--- config.mk ---
export PLATFORM = sky130hd
export DESIGN_NAME = div_unit
export DESIGN_NICKNAME = d
export VERILOG_FILES = /design/src/rtl/div_pkg.sv /design/src/rtl/div_unit_cla.sv /design/src/rtl/div_unit.sv
export SDC_FILE = /design/constraint.sdc
export NUM_CORES = 1
export LEC_CHECK = 0
export ABC_AREA = 1
export BUFFER_PORTS_ARGS = -buffer_cell sky130_fd_sc_hd__buf_2
export CAP_MARGIN = 20
export CELL_PAD_IN_SITES_DETAIL_PLACEMENT = 1
export CELL_PAD_IN_SITES_GLOBAL_PLACEMENT = 2
export CORE_ASPECT_RATIO = 0.7
export CORE_MARGIN = 5
export CORE_UTILIZATION = 35
export CTS_CLUSTER_SIZE = 8
export DETAILED_ROUTE_END_ITERATION = 10
export HOLD_SLACK_MARGIN = 0.08
export PLACE_DENSITY_LB_ADDON = 0.05
export SLEW_MARGIN = 25
export SYNTH_ARGS = -nofsm -noshare
export SYNTH_HDL_FRONTEND = slang
export SYNTH_SLANG_ARGS = --single-unit
--- constraint.sdc ---
create_clock -name clock -period 16.8 [get_ports clock]
set_input_delay 0.84 -clock clock [delete_from_list [all_inputs] [get_ports clock]]
set_output_delay 0.84 -clock clock [all_outputs]
set_load 0.02 [all_outputs]
--- src/rtl/div_pkg.sv ---
// Shared types and constants for the iterative signed divider.
package div_pkg;

    localparam int DIV_WIDTH = 32;
    localparam int DIV_CNT_W = $clog2(DIV_WIDTH);

    typedef enum logic [1:0] {
        IDLE,
        ITER,
        FIX,
        DONE
    } div_state_e;

endpackage

--- src/rtl/div_unit_cla.sv ---
// Two-level carry-lookahead adder: 8-bit CLA blocks whose group P/G feed the
// block-carry chain. WIDTH must be a multiple of 8.
module cla_adder #(
    parameter int WIDTH = 32
) (
    input  logic [WIDTH-1:0] a_i,
    input  logic [WIDTH-1:0] b_i,
    input  logic             cin_i,
    output logic [WIDTH-1:0] sum_o,
    output logic             cout_o
);

    localparam int NB = WIDTH / 8;

    logic [WIDTH-1:0] p;
    logic [WIDTH-1:0] g;
    logic [NB-1:0]    blk_p;
    logic [NB-1:0]    blk_g;
    logic [NB:0]      blk_c;
    logic             grp_g;
    logic             bit_c;

    assign p = a_i ^ b_i;
    assign g = a_i & b_i;

    // NOTE: every variable gets a default before the loops, so no path through
    // this block leaves one unassigned and no latch is inferred.
    always_comb begin
        blk_p = '0;
        blk_g = '0;
        blk_c = '0;
        sum_o = '0;
        grp_g = 1'b0;
        bit_c = 1'b0;

        for (int k = 0; k < NB; k++) begin
            blk_p[k] = &p[8*k +: 8];
            grp_g = 1'b0;
            for (int i = 0; i < 8; i++) begin
                grp_g = g[8*k+i] | (p[8*k+i] & grp_g);
            end
            blk_g[k] = grp_g;
        end

        blk_c[0] = cin_i;
        for (int k = 0; k < NB; k++) begin
            blk_c[k+1] = blk_g[k] | (blk_p[k] & blk_c[k]);
        end

        for (int k = 0; k < NB; k++) begin
            bit_c = blk_c[k];
            for (int i = 0; i < 8; i++) begin
                sum_o[8*k+i] = p[8*k+i] ^ bit_c;
                bit_c        = g[8*k+i] | (p[8*k+i] & bit_c);
            end
        end
    end

    assign cout_o = blk_c[NB];

endmodule

--- src/rtl/div_unit.sv ---
// Iterative signed non-restoring divider, one quotient bit per cycle, with all
// iteration add/subtract steps through one shared CLA adder.
module div_unit
    import div_pkg::*;
#(
    parameter int WIDTH = DIV_WIDTH
) (
    input  logic             clock,
    input  logic             reset_n,
    input  logic             ctrl_DIV,
    input  logic [WIDTH-1:0] data_operandA,
    input  logic [WIDTH-1:0] data_operandB,
    output logic [WIDTH-1:0] data_result,
    output logic [WIDTH-1:0] data_remainder,
    output logic             data_exception,
    output logic             data_resultRDY
);

    localparam int CNT_W = (WIDTH == DIV_WIDTH) ? DIV_CNT_W : $clog2(WIDTH);

    div_state_e       state_q, state_d;
    logic [CNT_W-1:0] cnt_q, cnt_d;
    logic [WIDTH:0]   r_q, r_d;
    logic [WIDTH-1:0] q_q, q_d;
    logic [WIDTH-1:0] d_q, d_d;
    logic             qneg_q, qneg_d;
    logic             rneg_q, rneg_d;
    logic [WIDTH-1:0] result_q, result_d;
    logic [WIDTH-1:0] rem_q, rem_d;
    logic             exc_q, exc_d;
    logic             rdy_q, rdy_d;

    logic [WIDTH:0]   r_sh;
    logic [WIDTH-1:0] add_a, add_b, add_sum;
    logic             add_cin, add_cout, a_top, b_top, do_sub;
    logic [WIDTH:0]   sum_ext;
    logic [WIDTH:0]   r_fix;

    assign r_sh = {r_q[WIDTH-1:0], q_q[WIDTH-1]};

    // FIX restores a negative remainder; ITER adds or subtracts D by the old sign.
    always_comb begin
        do_sub  = 1'b0;
        add_a   = r_sh[WIDTH-1:0];
        add_b   = d_q;
        add_cin = 1'b0;
        a_top   = r_sh[WIDTH];
        b_top   = 1'b0;
        if (state_q == FIX) begin
            add_a = r_q[WIDTH-1:0];
            a_top = r_q[WIDTH];
        end else begin
            do_sub  = ~r_q[WIDTH];
            add_b   = do_sub ? ~d_q : d_q;
            add_cin = do_sub;
            b_top   = do_sub;
        end
    end

    cla_adder #(.WIDTH(WIDTH)) u_cla (
        .a_i    (add_a),
        .b_i    (add_b),
        .cin_i  (add_cin),
        .sum_o  (add_sum),
        .cout_o (add_cout)
    );

    assign sum_ext = {a_top ^ b_top ^ add_cout, add_sum};
    assign r_fix   = r_q[WIDTH] ? sum_ext : r_q;

    always_comb begin
        state_d  = state_q;
        cnt_d    = cnt_q;
        r_d      = r_q;
        q_d      = q_q;
        d_d      = d_q;
        qneg_d   = qneg_q;
        rneg_d   = rneg_q;
        result_d = result_q;
        rem_d    = rem_q;
        exc_d    = exc_q;
        rdy_d    = 1'b0;

        if (ctrl_DIV) begin
            q_d    = data_operandA[WIDTH-1] ? -data_operandA : data_operandA;
            d_d    = data_operandB[WIDTH-1] ? -data_operandB : data_operandB;
            qneg_d = data_operandA[WIDTH-1] ^ data_operandB[WIDTH-1];
            rneg_d = data_operandA[WIDTH-1];
            r_d    = '0;
            cnt_d  = '0;
            if (data_operandB == '0) begin
                state_d  = DONE;
                result_d = '0;
                rem_d    = '0;
                exc_d    = 1'b1;
                rdy_d    = 1'b1;
            end else begin
                state_d = ITER;
            end
        end else begin
            case (state_q)
                ITER: begin
                    r_d   = sum_ext;
                    q_d   = {q_q[WIDTH-2:0], ~sum_ext[WIDTH]};
                    cnt_d = cnt_q + CNT_W'(1);
                    if (cnt_q == CNT_W'(WIDTH - 1)) state_d = FIX;
                end
                FIX: begin
                    result_d = qneg_q ? -q_q : q_q;
                    rem_d    = rneg_q ? -r_fix[WIDTH-1:0] : r_fix[WIDTH-1:0];
                    exc_d    = 1'b0;
                    rdy_d    = 1'b1;
                    state_d  = DONE;
                end
                DONE:    state_d = IDLE;
                default: state_d = IDLE;
            endcase
        end
    end

    // NOTE: the datapath registers are reset along with the control state so a
    // reset mid-operation leaves nothing stale behind; they are plain flops, not memory.
    always_ff @(posedge clock) begin
        if (!reset_n) begin
            state_q  <= IDLE;
            cnt_q    <= '0;
            r_q      <= '0;
            q_q      <= '0;
            d_q      <= '0;
            qneg_q   <= 1'b0;
            rneg_q   <= 1'b0;
            result_q <= '0;
            rem_q    <= '0;
            exc_q    <= 1'b0;
            rdy_q    <= 1'b0;
        end else begin
            state_q  <= state_d;
            cnt_q    <= cnt_d;
            r_q      <= r_d;
            q_q      <= q_d;
            d_q      <= d_d;
            qneg_q   <= qneg_d;
            rneg_q   <= rneg_d;
            result_q <= result_d;
            rem_q    <= rem_d;
            exc_q    <= exc_d;
            rdy_q    <= rdy_d;
        end
    end

    assign data_result    = result_q;
    assign data_remainder = rem_q;
    assign data_exception = exc_q;
    assign data_resultRDY = rdy_q;

endmodule
## After elaboration in Yosys (flattened, before gate mapping)

Index checks and enable logic that the tools add are counted.

- Flip-flop bits (word level): 172
- Word-level logic and storage cells: 218
- Output and inout port bits: 66
- Bits of input ports: 67

- Add/sub/neg operators: 5
- Bitwise gates (word level): 161
- Muxes and demuxes: 27
- Equality and inequality tests: 5
- Reduce and logical (&&, ||, !) cells: 9

Operator list:

| operator | count |
|---|---|
| 32-bit 2-to-1 mux | 15 |
| 32-bit negator | 4 |
| 1-bit AND | 60 |
| 1-bit OR | 60 |
| 1-bit XOR | 35 |
| 32-bit AND | 1 |
| 32-bit zero test | 1 |
| 32-bit NOT | 1 |
| 8-bit AND reduction | 4 |
| 32-bit XOR | 1 |
| 1-bit 2-to-1 mux | 8 |
| 2-bit 2-to-1 mux | 3 |
| 5-bit by 1-bit adder with 5-bit output, second input constant | 1 |
| 5-bit equality test, second input constant | 1 |
| 2-bit one-hot mux with 2 select lines | 1 |
| 2-bit nonzero test | 2 |
| 3-bit != test, second input constant | 1 |
| 1-bit NOT | 3 |
| 2-bit by 1-bit equality test with 1-bit output, second input constant | 1 |
| 2-bit equality test, second input constant | 1 |
| 2-bit by 1-bit != test with 1-bit output, second input constant | 1 |
| 2-bit AND reduction | 1 |
| 2-bit OR reduction | 1 |

## Depth between registers and ports, before layout

- Depth after elaboration: 43
- Mapped depth: 38

## Modules after synthesis

A second synthesis with hierarchy kept.

- Cells, all modules: 1,901
- Area, all modules: 12,136.6 µm²

By module, submodules not included:

| module | cells each | seq. area each (µm²) | instances | area an instance (µm²) |
|---|---|---|---|---|
| div_unit | 1,753 | 3,443.3 | 1 | 10,764.1 |
| cla_adder | 148 | 0.0 | 1 | 1,372.6 |

## Worst setup path before layout

Ideal clock, no wire load.

- Path type: reg-to-reg
- From: register state_q[0]
- To: register rem_q[27] (netlist: data_remainder[27])
- Setup time: 0.067 ns
- Path slack: 10.501 ns
- Data arrival time: 6.232 ns
- Path buffers: 1
- Stages on the path, launching flop included: 36
- Path through: dfxtp_1 > inv_1 > ha_1 > nor2_2 > buf_1 > xor2_1 > ha_1 > nand2_1 > nor2_1 > nand2_1 > nand3_1 > nand2_1 > nand2_1 > nand2_1 > nand2_1 > inv_1 > fa_1 > fa_1 > fa_1 > fa_1 > fa_1 > fa_1 > inv_1 > fa_1 > or2_1 > o21ai_2 > nand2_2 > nor2_2 > inv_1 > nor3_4 > nand3_2 > nand2_2 > nand2_1 > nand2_1 > nand3_2 > a21oi_2

RTL lines:

| item | line | text |
|---|---|---|
| from (decl) | div_unit.sv:21 | `div_state_e state_q, state_d;` |
| from (signal assigned) | div_unit.sv:137 | `state_q <= state_d;` |
| 2-bit equality test * | div_unit.sv:49 | `if (state_q == FIX) begin` |
| 32-bit 2-to-1 mux | div_unit.sv:49 |  |
| 32-bit XOR or 32-bit AND (tied branches) | div_unit_cla.sv:23, div_unit_cla.sv:24 |  |
| 1-bit AND | div_unit_cla.sv:40 | `grp_g = g[8*k+i] \| (p[8*k+i] & grp_g);` |
| 1-bit OR | div_unit_cla.sv:40 |  |
| 1-bit AND | div_unit_cla.sv:40 |  |
| 1-bit OR | div_unit_cla.sv:40 |  |
| 1-bit AND | div_unit_cla.sv:40 |  |
| [21 not listed] | n/a |  |
| 1-bit OR | div_unit_cla.sv:54 | `bit_c = g[8*k+i] \| (p[8*k+i] & bit_c);` |
| 1-bit XOR * | div_unit_cla.sv:53 | `sum_o[8*k+i] = p[8*k+i] ^ bit_c;` |
| via add_sum[14] | div_unit.sv:34 | `logic [WIDTH-1:0] add_a, add_b, add_sum;` |
| 32-bit 2-to-1 mux * | div_unit.sv:69 | `assign r_fix = r_q[WIDTH] ? sum_ext : r_q;` |
| 32-bit negator * | div_unit.sv:110 | `rem_d = rneg_q ? -r_fix[WIDTH-1:0] : r_fix[WIDTH-1:0];` |
| 32-bit 2-to-1 mux * | div_unit.sv:110 |  |
| 32-bit 2-to-1 mux * | div_unit.sv:101 | `case (state_q)` |
| 32-bit 2-to-1 mux * | div_unit.sv:84 | `if (ctrl_DIV) begin` |
| to (signal assigned) | div_unit.sv:145 | `rem_q <= rem_d;` |
| to (decl) | div_unit.sv:29 | `logic [WIDTH-1:0] rem_q, rem_d;` |

The timed path passes the listed nets; every way through them passes the cells marked *. The select of a mux whose other input is x is not followed.
A chain may end at the register's enable or synchronous reset.

## Worst setup path in the final report

- From: register state_q[0]
- To: register rem_q[24] (netlist: data_remainder[24])

Same word-level chain as after synthesis.

==> results.ini <==
[run_status]
status=finished, final reports clean

[flow_run]
drv_cap=0

[power]
combPwrFrac_pct=30.0
switching_power_mw=0.468
p_sw_share_pct=38.6
total_power_mw=1.21
peakVddDrop_v=0.0000715
p_seq_share_pct=37.0
p_leak_nw=5.82
power_density_nw_per_um2=90.4
power.clock.fraction_pct=33.1
power.internal_mw=0.744

[grt]
grt_pass1_wl_um=68700
track_usage_pct=23.2
overflow=0
grt_pass1_vias=11600
antenna_found_initial=1
grt_max_degree=81

[die]
die_x_um=230
rows=56
die_h_um=164
ioPinCount=133
core_area_um2=33500
start_util_pct=35.5
die_area_um2=37800

[synthesis]
synth_warnings=0
syn_inst=1797
synth_fp_nets=1932
synth_area_leaders=dfxtp_1 (29%), nand2_1 (12%), o21ai_0 (8.2%), inv_1 (7.4%), a21oi_1 (7.0%)
synth_top_area_share_pct=29.0
yosysTopAreaCell=dfxtp_1
synth_top_flop_cell=dfxtp_1
yosys-top-cells-count=nand2_1 (374), inv_1 (234), o21ai_0 (195), dfxtp_1 (172), a21oi_1 (167)
syn_area_per_cell_um2=6.61
ys_seq_area_share_pct=29.0
synthArstFlopShare_pct=0
synth_area_um2=11900
synth-seq-cells=172
synth.most_common_cell=nand2_1
synth_edf_count=0
synth_cell_type_count=52

[worst_setup_path]
r2r_setup_slack_ns=9.66
critPathMaxStageDelay_ns=0.52
path_class=register to register
cp_data_required_time_ns=17.10
worstPathMaxFanout=59
worst_r2r_endpoint=data_remainder[24]$_SDFFE_PN0P_
critPathArrivalTime_ns=7.45
cp-end-kind=register
cp-startpoint=state_q[0]$_SDFFE_PN0P_
startpoint_type=register
critPathCapture=data_remainder[24]$_SDFFE_PN0P_
ff2ff_path_depth=30
crit_path_frequent_cell=fa_1
crit_slowest_cell=clkinv_1
r2r_start=state_q[0]$_SDFFE_PN0P_

[sta]
slew-limit-headroom_pct=34.3
max_freq_mhz=140
period_minus_slack_ns=7.14
tightest_slew_ns=0.986
min_period_over_period_pct=42.5
whs_ns=0.462
drv_slew=0
fin_tns_setup_ns=0
hold_violations=0
clock-skew-final_ns=0.0106
rsz0062_at_grt=false
setup_viol=0

[detailed_routing]
ant_nets=0
vias=12000
route.detailed.drc=0
viasPerCell=5.19
drt_wl_total_um=43800
drtPass1Iterations=5
wl_per_cell_um=18.8
drt_iter0_markers=1056

[final_layout]
instances_no_fill=2323
multi_input_comb_area_um2=7180
antenna-diode-count=0
register_area_um2=3440
syn2layout_area_growth_pct=12.8
finalCoreUtilization_pct=40.0
fillers=4389
nNetsFinal=2010
drive_gt1_share_pct=12.1

[placed_design]
dp_hpwl_um=33800
port_buffers=132
gp_congestion=0.851
dp_cells=2290

[cts]
root_buffer=clkbuf_16
insertion_delay_ns=0.46
cts.sinks=172
cts_resized=0
holdBufCountCts=0
cts_buffers=17
clock_path_buffers=2
h-tree-depth=4
cts_tree=built
clkSlewWorstSetupHoldPaths_ns=0.08
post-cts-setup-buffer-count=0

[min_path]
hold_class=register to register
min-delay-start=data_remainder[21]$_SDFFE_PN0P_

## metrics by stage
step / cell area, um2 / setup WS, ns
after global routing: 13400 / 9.16
after detailed placement: 12800 / 9.31
after floorplan: 11900 / 10.50
after CTS: 13400 / 9.29
final: 13400 / 9.66
after global placement: 12800 / 9.58
## layout make-up
| class | count | area share (%) |
|---|---|---|
| multi-input cells | 1299 | 53.6 |
| flip-flops and latches | 172 | 25.7 |
| repair buffers | 143 | 5.64 |
| well taps | 435 | 4.06 |
| inverters | 242 | 6.79 |
| clock inverters | 15 | 1.09 |
| clock buffers | 17 | 3.17 |
## cell usage in the layout (no fill, tap or decap), types with 6 or more instances in the layout
master,netlist,layout
buf_4,1,10
o211ai_1,7,7
nor2_1,130,128
nor3_1,30,30
xor2_1,38,38
o21ai_0,195,195
nand3b_1,6,6
clkbuf_16,0,17
nor4_1,8,8
nand4_1,17,17
a31oi_1,11,11
a21oi_1,167,167
nor2_2,8,8
nor3_2,8,8
o21ai_1,13,13
nand3_1,114,114
a32o_1,14,14
ha_1,40,40
a21o_1,6,6
dfxtp_1,172,172
or2_2,10,10
buf_2,5,132
o22ai_1,24,24
inv_1,234,233
fa_1,28,28
nand2_1,374,374
## critical path, delay by kind of cell, from the launching register on
family                     cells  cell delay (ns)
AOI/OAI and AO/OA              4             0.78
adders and majority gates      9             3.18
buffers and inverters          6             1.20
DFF                            1             0.33
and+or+nand+nor               11             1.50
## state kept, by name, summed over array words and instances, names as in the netlist
name            count
data_remainder     32
rneg_q              1
data_resultRDY      1
q_q                32
cnt_q               5
qneg_q              1
d_q                32
state_q             2
data_exception      1
r_q                33
data_result        32
## how the worst min path moves through the flow
| stage | cells past startpoint | to | slack (ns) |
|---|---|---|---|
| finish | 2 | data_remainder[21]$_SDFFE_PN0P_ | 0.46 |
| global route | 2 | data_result[18]$_SDFFE_PN0P_ | 0.49 |
| CTS | 2 | data_remainder[21]$_SDFFE_PN0P_ | 0.46 |
| detailed placement | 2 | data_remainder[21]$_SDFFE_PN0P_ | 0.45 |
| global placement | 2 | data_remainder[2]$_SDFFE_PN0P_ | 0.45 |
| floorplan | 2 | d_q[28]$_SDFFE_PN0P_ | 0.44 |
## cells by family (layout without fill, tap and decap cells)
kind of cell	count (synthesis)	count (layout)	synth area share (%)
adders and majority gates	68	68	8.93
buffers and inverters	326	417	10.7
xor gates and xnor gates	42	42	3.10
and+or+nand+nor	727	727	27.0
DFF	172	172	29.0
AOI/OAI and AO/OA	462	462	21.3
## per-layer routing
layer / share of wire [%] / up-vias / routed length [um] / GRT usage (%)
met5: 0 / - / 0 / 0
met4: 0.52 / 0 / 228 / 3.23
met3: 6.2 / 18 / 2710 / 4.20
met2: 33 / 287 / 14400 / 27.5
met1: 60 / 5649 / 26400 / 41.2
li1: - / 6093 / - / -
## power by group through the flow
stage | Combinational, mW | Sequential (mW) | Clock (mW)
2_1_floorplan | 0.245 | 0.449 | 0
3_3_place_gp | 0.348 | 0.456 | 0
3_5_place_dp | 0.357 | 0.456 | 0
4_1_cts | 0.359 | 0.447 | 0.410
5_1_grt | 0.409 | 0.450 | 0.429
6_report | 0.363 | 0.448 | 0.400
Note: power is estimated with default switching activity, not from simulation.
